<file path="config.mk">
export PLATFORM = sky130hd
export DESIGN_NAME = pipeline_ctrl_flat
export DESIGN_NICKNAME = d
export VERILOG_FILES = /design/src/rtl/cpu_pkg.sv /design/src/rtl/pipeline_ctrl_if.sv /design/src/rtl/pipeline_ctrl_bp_match.sv /design/src/rtl/pipeline_ctrl.sv /design/src/flat_wrapper.sv
export SDC_FILE = /design/constraint.sdc
export NUM_CORES = 1
export LEC_CHECK = 0
export CAP_MARGIN = 20
export CELL_PAD_IN_SITES_DETAIL_PLACEMENT = 0
export CELL_PAD_IN_SITES_GLOBAL_PLACEMENT = 1
export CORE_UTILIZATION = 45
export DETAILED_ROUTE_END_ITERATION = 7
export PLACE_DENSITY_LB_ADDON = 0.3
export SYNTH_ARGS = -nofsm -noshare
export SYNTH_HDL_FRONTEND = slang
export SYNTH_SLANG_ARGS = --single-unit
</file>
<file path="constraint.sdc">
create_clock -name clk -period 4.6 [get_ports clk]
set_clock_uncertainty 0.05 [all_clocks]
set_input_delay 0.46 -clock clk [delete_from_list [all_inputs] [get_ports clk]]
set_output_delay 0.46 -clock clk [all_outputs]
set_load 0.01 [all_outputs]
</file>
<file path="src/rtl/cpu_pkg.sv">
// Shared types for the pipeline controller: FSM state encoding and index-width helper.
// Pure declarations; no logic, no latency, no flow control.
package cpu_pkg;

    localparam int STATE_W = 2;

    typedef enum logic [STATE_W-1:0] {
        RUN    = 2'd0,
        HALT   = 2'd1,
        RESUME = 2'd2,
        STEP   = 2'd3
    } state_e;

    // Index width that stays legal for a single-entry table.
    function automatic int idx_w(input int n);
        return (n > 1) ? $clog2(n) : 1;
    endfunction

endpackage

</file>
<file path="src/rtl/pipeline_ctrl_if.sv">
// Pipeline/debug control bundle: hazard and redirect requests in, per-stage stall/flush out.
// Counter ports exist only when PIPELINE_CTRL_PERF_EN is defined.
interface pipeline_ctrl_if
    import cpu_pkg::*;
#(
    parameter int NUM_STAGES = 5,
    parameter int BP_COUNT   = 4,
    parameter int ADDR_W     = 32
);

    localparam int STAGE_W  = $clog2(NUM_STAGES);
    localparam int BP_IDX_W = idx_w(BP_COUNT);

    logic                  hazard;
    logic                  redir_valid;
    logic [STAGE_W-1:0]    redir_stage;
    logic [ADDR_W-1:0]     fetch_pc;
    logic                  bp_wr_en;
    logic [BP_IDX_W-1:0]   bp_wr_idx;
    logic [ADDR_W-1:0]     bp_wr_addr;
    logic                  bp_wr_valid;
    logic                  continue_sig;
    logic                  step_sig;
    logic [NUM_STAGES-1:0] stall;
    logic [NUM_STAGES-1:0] flush;
    logic                  halted;
    logic [BP_IDX_W-1:0]   bp_hit_idx;
`ifdef PIPELINE_CTRL_PERF_EN
    logic [31:0]           cycle_cnt;
    logic [31:0]           stall_cnt;
`endif

    modport master (
        output hazard, redir_valid, redir_stage, fetch_pc,
        output bp_wr_en, bp_wr_idx, bp_wr_addr, bp_wr_valid,
        output continue_sig, step_sig,
`ifdef PIPELINE_CTRL_PERF_EN
        input  cycle_cnt, stall_cnt,
`endif
        input  stall, flush, halted, bp_hit_idx
    );

    modport slave (
        input  hazard, redir_valid, redir_stage, fetch_pc,
        input  bp_wr_en, bp_wr_idx, bp_wr_addr, bp_wr_valid,
        input  continue_sig, step_sig,
`ifdef PIPELINE_CTRL_PERF_EN
        output cycle_cnt, stall_cnt,
`endif
        output stall, flush, halted, bp_hit_idx
    );

endinterface

</file>
<file path="src/rtl/pipeline_ctrl_bp_match.sv">
// PC breakpoint comparator table with lowest-index priority encoder.
// Writes land on the next edge; match output is combinational from the stored table.
module bp_match
    import cpu_pkg::*;
#(
    parameter  int BP_COUNT = 4,
    parameter  int ADDR_W   = 32,
    localparam int IDX_W    = idx_w(BP_COUNT)
) (
    input  logic              clk,
    input  logic              rst,
    input  logic              i_wr_en,
    input  logic [IDX_W-1:0]  i_wr_idx,
    input  logic [ADDR_W-1:0] i_wr_addr,
    input  logic              i_wr_valid,
    input  logic [ADDR_W-1:0] i_pc,
    output logic              o_hit,
    output logic [IDX_W-1:0]  o_idx
);

    logic [ADDR_W-1:0]   r_addr [BP_COUNT];
    logic [BP_COUNT-1:0] r_valid;
    logic                w_wr_ok;

    assign w_wr_ok = i_wr_en && (int'(i_wr_idx) < BP_COUNT);

    always_ff @(posedge clk) begin
        if (rst) begin
            r_valid <= '0;
        end else if (w_wr_ok) begin
            r_valid[i_wr_idx] <= i_wr_valid;
        end
    end

    // Addresses are meaningless while their valid bit is clear, so they carry no reset.
    always_ff @(posedge clk) begin
        if (!rst && w_wr_ok) begin
            r_addr[i_wr_idx] <= i_wr_addr;
        end
    end

    always_comb begin
        o_hit = 1'b0;
        o_idx = '0;
        for (int i = BP_COUNT - 1; i >= 0; i--) begin
            if (r_valid[i] && (r_addr[i] == i_pc)) begin
                o_hit = 1'b1;
                o_idx = IDX_W'(i);
            end
        end
    end

endmodule

</file>
<file path="src/rtl/pipeline_ctrl.sv">
// Pipeline stall/flush control with PC breakpoints and halt/resume/step debug FSM.
// Stall/flush are combinational from inputs and state; optional counters under PIPELINE_CTRL_PERF_EN.
module pipeline_ctrl
    import cpu_pkg::*;
#(
    parameter int NUM_STAGES = 5,
    parameter int HAZ_STAGE  = 1,
    parameter int BP_COUNT   = 4,
    parameter int ADDR_W     = 32
) (
    input  logic           clk,
    input  logic           rst,
    pipeline_ctrl_if.slave ctrl_if
);

    localparam int BP_IDX_W = idx_w(BP_COUNT);

    state_e                r_state;
    state_e                w_next;
    logic                  r_cont_q;
    logic                  r_step_q;
    logic                  r_bp_mask;
    logic [BP_IDX_W-1:0]   r_bp_hit_idx;
    logic                  w_match;
    logic [BP_IDX_W-1:0]   w_match_idx;
    logic                  w_bp_hit;
    logic                  w_cont_edge;
    logic                  w_step_edge;
    logic [NUM_STAGES-1:0] w_stall;
    logic [NUM_STAGES-1:0] w_flush;
    logic                  w_halted;

    assign w_cont_edge = ctrl_if.continue_sig & ~r_cont_q;
    assign w_step_edge = ctrl_if.step_sig & ~r_step_q;

    bp_match #(
        .BP_COUNT (BP_COUNT),
        .ADDR_W   (ADDR_W)
    ) u_bp_match (
        .clk        (clk),
        .rst        (rst),
        .i_wr_en    (ctrl_if.bp_wr_en),
        .i_wr_idx   (ctrl_if.bp_wr_idx),
        .i_wr_addr  (ctrl_if.bp_wr_addr),
        .i_wr_valid (ctrl_if.bp_wr_valid),
        .i_pc       (ctrl_if.fetch_pc),
        .o_hit      (w_match),
        .o_idx      (w_match_idx)
    );

    // A taken redirect squashes the fetched PC, so it can never be the breakpointed instruction.
    assign w_bp_hit = (r_state == RUN) & ~r_bp_mask & ~ctrl_if.redir_valid & w_match;

    always_ff @(posedge clk) begin
        if (rst) begin
            r_state      <= RUN;
            r_cont_q     <= 1'b0;
            r_step_q     <= 1'b0;
            r_bp_mask    <= 1'b0;
            r_bp_hit_idx <= '0;
        end else begin
            r_state   <= w_next;
            r_cont_q  <= ctrl_if.continue_sig;
            r_step_q  <= ctrl_if.step_sig;
            r_bp_mask <= (r_state == RESUME);
            if (w_bp_hit) begin
                r_bp_hit_idx <= w_match_idx;
            end
        end
    end

    always_comb begin
        w_next   = r_state;
        w_stall  = '0;
        w_flush  = '0;
        w_halted = 1'b0;
        if (rst) begin
            w_flush = '1;
        end else begin
            unique case (r_state)
                RUN, STEP: begin
                    if (ctrl_if.redir_valid) begin
                        for (int i = 0; i < NUM_STAGES; i++) begin
                            w_flush[i] = (i < int'(ctrl_if.redir_stage));
                        end
                    end else if (ctrl_if.hazard) begin
                        for (int i = 0; i <= HAZ_STAGE; i++) begin
                            w_stall[i] = 1'b1;
                        end
                        w_flush[HAZ_STAGE] = 1'b1;
                    end
                    if (w_bp_hit) begin
                        w_stall[0] = 1'b1;
                        w_next     = HALT;
                    end
                    if (r_state == STEP) begin
                        w_next = HALT;
                    end
                end
                HALT: begin
                    w_stall  = '1;
                    w_halted = 1'b1;
                    if (w_cont_edge) begin
                        w_next = RESUME;
                    end else if (w_step_edge) begin
                        w_next = STEP;
                    end
                end
                RESUME: begin
                    w_stall = '1;
                    w_next  = RUN;
                end
                default: begin
                    w_next = RUN;
                end
            endcase
        end
    end

    assign ctrl_if.stall      = w_stall;
    assign ctrl_if.flush      = w_flush;
    assign ctrl_if.halted     = w_halted;
    assign ctrl_if.bp_hit_idx = r_bp_hit_idx;

`ifdef PIPELINE_CTRL_PERF_EN
    logic [31:0] r_cycle_cnt;
    logic [31:0] r_stall_cnt;

    always_ff @(posedge clk) begin
        if (rst) begin
            r_cycle_cnt <= '0;
            r_stall_cnt <= '0;
        end else if (r_state != HALT) begin
            r_cycle_cnt <= r_cycle_cnt + 32'd1;
            if (w_stall[0]) begin
                r_stall_cnt <= r_stall_cnt + 32'd1;
            end
        end
    end

    assign ctrl_if.cycle_cnt = r_cycle_cnt;
    assign ctrl_if.stall_cnt = r_stall_cnt;
`endif

endmodule

</file>
<file path="src/flat_wrapper.sv">
// flat-port wrapper written by rule: the top's interface ports become plain ports
module pipeline_ctrl_flat import cpu_pkg::*;
#(
    parameter int NUM_STAGES = 5,
    parameter int HAZ_STAGE  = 1,
    parameter int BP_COUNT   = 4,
    parameter int ADDR_W     = 32
)
  (clk, rst, ctrl_if_hazard, ctrl_if_redir_valid, ctrl_if_redir_stage, ctrl_if_fetch_pc, ctrl_if_bp_wr_en, ctrl_if_bp_wr_idx, ctrl_if_bp_wr_addr, ctrl_if_bp_wr_valid, ctrl_if_continue_sig, ctrl_if_step_sig, ctrl_if_stall, ctrl_if_flush, ctrl_if_halted, ctrl_if_bp_hit_idx);
  pipeline_ctrl_if #(.NUM_STAGES(NUM_STAGES), .BP_COUNT(BP_COUNT), .ADDR_W(ADDR_W)) ctrl_if_i ();
  input  logic clk;
  input  logic rst;
  input wire logic [$bits(ctrl_if_i.hazard)-1:0] ctrl_if_hazard;
  input wire logic [$bits(ctrl_if_i.redir_valid)-1:0] ctrl_if_redir_valid;
  input wire logic [$bits(ctrl_if_i.redir_stage)-1:0] ctrl_if_redir_stage;
  input wire logic [$bits(ctrl_if_i.fetch_pc)-1:0] ctrl_if_fetch_pc;
  input wire logic [$bits(ctrl_if_i.bp_wr_en)-1:0] ctrl_if_bp_wr_en;
  input wire logic [$bits(ctrl_if_i.bp_wr_idx)-1:0] ctrl_if_bp_wr_idx;
  input wire logic [$bits(ctrl_if_i.bp_wr_addr)-1:0] ctrl_if_bp_wr_addr;
  input wire logic [$bits(ctrl_if_i.bp_wr_valid)-1:0] ctrl_if_bp_wr_valid;
  input wire logic [$bits(ctrl_if_i.continue_sig)-1:0] ctrl_if_continue_sig;
  input wire logic [$bits(ctrl_if_i.step_sig)-1:0] ctrl_if_step_sig;
  output wire logic [$bits(ctrl_if_i.stall)-1:0] ctrl_if_stall;
  output wire logic [$bits(ctrl_if_i.flush)-1:0] ctrl_if_flush;
  output wire logic [$bits(ctrl_if_i.halted)-1:0] ctrl_if_halted;
  output wire logic [$bits(ctrl_if_i.bp_hit_idx)-1:0] ctrl_if_bp_hit_idx;
  assign ctrl_if_i.hazard = ctrl_if_hazard;
  assign ctrl_if_i.redir_valid = ctrl_if_redir_valid;
  assign ctrl_if_i.redir_stage = ctrl_if_redir_stage;
  assign ctrl_if_i.fetch_pc = ctrl_if_fetch_pc;
  assign ctrl_if_i.bp_wr_en = ctrl_if_bp_wr_en;
  assign ctrl_if_i.bp_wr_idx = ctrl_if_bp_wr_idx;
  assign ctrl_if_i.bp_wr_addr = ctrl_if_bp_wr_addr;
  assign ctrl_if_i.bp_wr_valid = ctrl_if_bp_wr_valid;
  assign ctrl_if_i.continue_sig = ctrl_if_continue_sig;
  assign ctrl_if_i.step_sig = ctrl_if_step_sig;
  assign ctrl_if_stall = ctrl_if_i.stall;
  assign ctrl_if_flush = ctrl_if_i.flush;
  assign ctrl_if_halted = ctrl_if_i.halted;
  assign ctrl_if_bp_hit_idx = ctrl_if_i.bp_hit_idx;
  pipeline_ctrl #(.NUM_STAGES(NUM_STAGES), .HAZ_STAGE(HAZ_STAGE), .BP_COUNT(BP_COUNT), .ADDR_W(ADDR_W)) u_core (.clk(clk), .rst(rst), .ctrl_if(ctrl_if_i));
endmodule
</file>
==> results of run 1 <==
-- state kept, by name, summed over array words and instances (netlist names) --
signal                     cells
u_core.r_step_q                1
u_core.u_bp_match.r_addr     128
u_core.r_bp_mask               1
u_core.r_state                 2
u_core.ctrl_if.bp_hit_idx      2
u_core.u_bp_match.r_valid      4
u_core.r_cont_q                1
-- through the flow --
| stage | util (%) | instance area, um^2 | total power [mW] | setup WS (ps) |
|---|---|---|---|---|
| after global placement | 55.5 | 7090 | 1.78 | 686 |
| after floorplan | - | 5960 | 1.61 | 424 |
| after CTS | 60.3 | 7700 | 3.18 | 608 |
| after global routing | 60.3 | 7700 | 3.26 | 512 |
| after detailed placement | 55.5 | 7090 | 1.78 | 659 |
| final | 60.3 | 7700 | 3.16 | 600 |
-- worst paths after layout --
path                                          end  depth (start not counted)
worst max register to register  u_core.r_state[1]                          7
worst min register to register  u_core.r_state[1]                          2
worst max-delay path             ctrl_if_stall[0]                          8
worst min-delay path            u_core.r_state[1]                          2
-- cell usage in the layout, fill, tap and decap left out, types with 2 or more instances in the layout --
cell and count:
a21o_1 2, clkdlybuf4s50_1 89, bufinv_16 3, xnor2_1 60
o21ai_0 4, ha_1 4, inv_1 14, nor2_1 11
o221ai_1 2, clkinv_4 3, dfxtp_1 11, buf_4 4
nand2_1 14, clkbuf_16 17, inv_6 5, nand4_1 14
nor2b_1 9, nor3_1 5, nor4_1 16, mux2i_1 5
a21oi_1 7, nand3_1 9, nand2b_1 2, nor4bb_4 2
edfxtp_1 128, xor2_1 60
-- worst min-delay path: stages (launching register included) --
cell,delay (ps)
dfxtp_1,320
nand2_1,60
mux2i_1,60
-- cell families (layout without fill, tap and decap cells) --
kind of cell    after synthesis  after routing
mux                           5              5
simple gates                 88             88
buf+inv                      19            139
fa+ha+maj                     4              4
compound gates               24             24
xor+xnor                    120            120
flops                       139            139
-- layout make-up --
cell class,instances,area [um^2]
clock buffers,17,425
clock inverters,15,188
fillers,1003,5070
inverters,14,52.6
multi-input cells,241,1840
flip-flops and latches,139,4060
well taps,172,215
repair buffers,93,921
-- per-layer routing --
metal | routed length [um] | part of all wire (%) | vias to the layer above
li1 | - | - | 1671
met1 | 5920 | 46 | 1695
met2 | 6260 | 48 | 111
met3 | 707 | 5.4 | 9
met4 | 104 | 0.80 | 0
met5 | 0 | 0 | -
-- where the power goes --
part           switching [mW]  internal (mW)
clock                   0.537          0.864
sequential             0.0184           1.43
combinational           0.154          0.157
total                   0.710           2.45
==> results.toml, run 1 <==
[outcome]
status = "completed"

[sta]
fin_setup_tns_ps = 0
fmax_ghz = 0.250
period_minus_slack_ps = 4000
final-max-slew-violation-count = 0
timing.final.crit_share_pct = 87.0
worst_pin_slew_ps = 749
finalHoldViolCount = 0
rsz0062_at_grt = "false"
holdWs_ps = 450
finalSetupViolations = 0
slew_headroom_pct = 49.9

[setup_path]
crit_start = "ctrl_if_fetch_pc[1]"
cpMaxStageDelayCell = "clkdlybuf4s50_1"
path_buf_inv = 2
r2r_slack_ps = 2070
max_stage_delay_ps = 590
worstSetupPathType = "primary input to primary output"
arrival_ps = 3490
crit-reg2reg-launch = "u_core.u_bp_match.r_addr[0][1]"
crit_required_ps = 4090
crit_fanout = 5
crit_path_cell_trace = "clkdlybuf4s50_1 > xor2_1 > nor4_1 > nand4_1 > or4_4 > a41o_1 > a21oi_1 > clkdlybuf4s50_1"
cp-start-kind = "primary input"
cp_common_cell = "clkdlybuf4s50_1"
cp-end-kind = "primary output"
cp_top_family = "simple AND/OR/NAND/NOR gates"

[cells_and_area]
fin_cells = 691
drive_gt1_share_pct = 7.71
area_growth_syn_to_layout_pct = 29.3
diodes = 0
nNetsFinal = 587

[global_routing]
grt_pass1_vias = 3457
track_usage_pct = 20.5
grt_first_pass_wirelength_um = 19300
grt-busiest-layer = "met2"
antenna_found_initial = 0
grt_use_met3_pct = 4.12
met2_usage_pct = 33.3
grt_max_degree = 33
grt-ovfl-total = 0
grt_util_met1_pct = 27.6

[clocking]
cts.sinks = 139
htree_num_levels = 4
clock_path_buffers = 2
clk_pin_slew_ps = 60
cts_setup_buffers = 0
postCtsResizedCells = 0
cts_tree = "yes"
clkLatencyLatePin_ps = 420
cts_buffers = 17
cts_hold_buf = 0
cts_root_buffer = "clkbuf_16"

[placement]
hpwlAfterDp_um = 9210
portBuffers = 89
dp.cells = 659
place_congestion = 0.778

[die]
dieArea_um2 = 13700
core_um2 = 12800
fp-row-count = 41
io_pins = 90
die_y_um = 117
die_w_um = 117
start_util_pct = 46.6

[flow_run]
drv_cap = 0

[synth]
syn_inst = 399
yosys_warnings = 0
syn_area_per_cell_um2 = 14.9
syn-num-nets = 480
synth_area_leader_cell = "edfxtp_1"
async_flop_share_pct = 0
synth_top_area_share_pct = 64.5
synth_mux_area_share_pct = 0.840
synth_compound_area_share_pct = 2.82
synth-edff-count = 128
synth-adder-area-share_pct = 0.840
synth_ff_type = "edfxtp_1"
ys_top_cells_by_count = "128 x edfxtp_1, 60 x xnor2_1, 60 x xor2_1"
synthesis.area_um2 = 5960
synth_most_common_cell = "edfxtp_1"
synth.distinct_cells = 38
synth_top_family_by_area = "XOR/XNOR gates"
yosys-top-cells-area = "edfxtp_1 65%, xnor2_1 8.8%, xor2_1 8.8%"
synth-simple-area-share_pct = 8.17
synth-seq-cells = 139
synth-xor-area-share_pct = 17.6
yosysSeqAreaShare_pct = 68.2

[detailed_routing]
wl_per_cell_um = 18.8
drtAntennaViolNets = 0
vias = 3486
via_per_inst = 5.04
drtIter0Drc = 232
drcViolationCount = 0
firstDrtPassIters = 4
wirelength_um = 13000

[hold_path]
min-delay-start = "u_core.r_state[1]"
hold_class = "flip-flop to flip-flop"

[power_and_ir_drop]
peakVddDrop_v = 0.000217
p_leak_nw = 2.62
p_per_area_nw_per_um2 = 410
No activity file was read; power rests on OpenSTA's default activity.
==> run 2: changes to the inputs <==
- CAP_MARGIN: 20 -> 10
==> results of run 2 <==
Same layout as run 1: the final DEF is identical, and so are final timing and power.
==> run 3: changes to the inputs <==
- CORE_ASPECT_RATIO: default -> 1.5
==> results.toml, run 3 (synthesis results as in run 1) <==
[power_and_ir_drop]
peakVddDrop_v = 0.000271
p_per_area_nw_per_um2 = 409
p_leak_nw = 2.60
power.total_mw = 3.14

[detailed_routing]
drtAntennaViolNets = 0
vias = 3518
firstDrtPassIters = 4
drcViolationCount = 0
drtIter0Drc = 123
via_per_inst = 5.18
wl_per_cell_um = 20.3
wirelength_um = 13800

[setup_path]
worstSetupPathType = "primary input to primary output"
cp-start-kind = "primary input"
r2r_slack_ps = 2050
crit_required_ps = 4090
cp-end-kind = "primary output"
crit_fanout = 5
arrival_ps = 3450

[placement]
hpwlAfterDp_um = 9990
dp.cells = 647
place_congestion = 0.809
dpl_cell_area_um2 = 7080
portBuffers = 89

[global_routing]
grt_pass1_vias = 3701
track_usage_pct = 21.6
grt_max_degree = 33
antenna_found_initial = 0
grt-ovfl-total = 0
grt_first_pass_wirelength_um = 20200

[cells_and_area]
seqCellArea_um2 = 4060
layout_common_cells = "128 x edfxtp_1, 89 x clkdlybuf4s50_1, 60 x xor2_1, 60 x xnor2_1, 17 x clkbuf_16"
nNetsFinal = 588
fin_cells = 679
top_register = "u_core.u_bp_match.r_addr"
largest_reg_flops = 128
drive_gt1_share_pct = 7.12
reg_top3 = "u_core.u_bp_match.r_addr (128), u_core.u_bp_match.r_valid (4)"
final_cell_area_um2 = 7690
area_growth_syn_to_layout_pct = 29.1
diodes = 0
layout_commonest_cell = "edfxtp_1"
fillCellCount = 1030
multi_input_area_um2 = 1840

[sta]
finalSetupViolations = 0
worst_pin_slew_ps = 958
fmax_ghz = 0.252
fin_setup_tns_ps = 0
rsz0062_at_grt = "false"
slew_headroom_pct = 36.2
period_minus_slack_ps = 3960
timing.final.crit_share_pct = 86.1
finalHoldViolCount = 0
final-max-slew-violation-count = 0

[die]
fp-row-count = 51
start_util_pct = 46.0
io_pins = 90
die_w_um = 95.9
core_um2 = 13000
die_y_um = 143
dieArea_um2 = 13700

[clocking]
htree_num_levels = 4
cts_root_buffer = "clkbuf_16"
clk_pin_slew_ps = 60
cts_setup_buffers = 0
cts.sinks = 139
cts_tree = "yes"
postCtsResizedCells = 0
clock_path_buffers = 2
cts_hold_buf = 0
cts_buffers = 17
clkLatencyLatePin_ps = 410

[flow_run]
drv_cap = 0

[hold_path]
hold_class = "flip-flop to flip-flop"

[outcome]
status = "completed"
[run 3: changes by cell type in the layout (fill, tap and decap cells not counted), sizes merged]
| cell | change |
|---|---|
| clkinvlp | +4 |
| buf | +1 |
| bufinv | +1 |
| inv | -6 |
| clkbuf | +1 |
[run 3: final timing paths]
path,cells past startpoint,startpoint,endpoint
hold / removal,2,u_core.r_state[1],u_core.r_state[1]
setup reg to reg,7,u_core.u_bp_match.r_addr[0][1],u_core.r_state[1]
setup / recovery,8,ctrl_if_fetch_pc[1],ctrl_if_stall[0]
hold reg to reg,2,u_core.r_state[1],u_core.r_state[1]
[run 3: routing by layer]
metal  part of all wire [%]  vias to the layer above  wire [um]  GRT usage [%]
met5                      0                        -          0              0
met3                    4.7                       22        653           5.22
met4                    2.4                        0        327           9.66
met1                     37                     1704       5140           23.5
met2                     56                      114       7660           38.8
li1                       -                     1678          -              -
[run 3: critical path: stages]
cell and delay [ps]:
clkdlybuf4s50_1 550, xor2_1 220, nor4_1 520, nand4_1 160, or4_4 580, a41o_1 240
a21oi_1 150, clkdlybuf4s50_1 570
[run 3: metrics by stage]
| stage | hold slack [ps] | worst slack [ps] | util (%) |
|---|---|---|---|
| after floorplan | 401 | 424 | - |
| after global placement | 426 | 657 | 54.7 |
| after detailed placement | 427 | 632 | 54.7 |
| after CTS | 435 | 621 | 59.3 |
| after global routing | 462 | 571 | 59.3 |
| final | 431 | 637 | 59.3 |
[run 3: cell type report]
cell class	instances	area share, %
Inverter	14	0.684
Clock inverter	14	2.31
Timing Repair Buffer	94	12.1
Tap cell	159	2.59
Sequential cell	139	52.9
Clock buffer	18	5.58
Multi-Input combinational cell	241	23.9
[run 3: report_power, final]
part / switching (mW) / internal [mW] / leakage (nW)
Sequential: 0.0192 / 1.43 / 1.25
Clock: 0.487 / 0.896 / 0.278
Combinational: 0.158 / 0.157 / 1.07
Total: 0.664 / 2.48 / 2.60
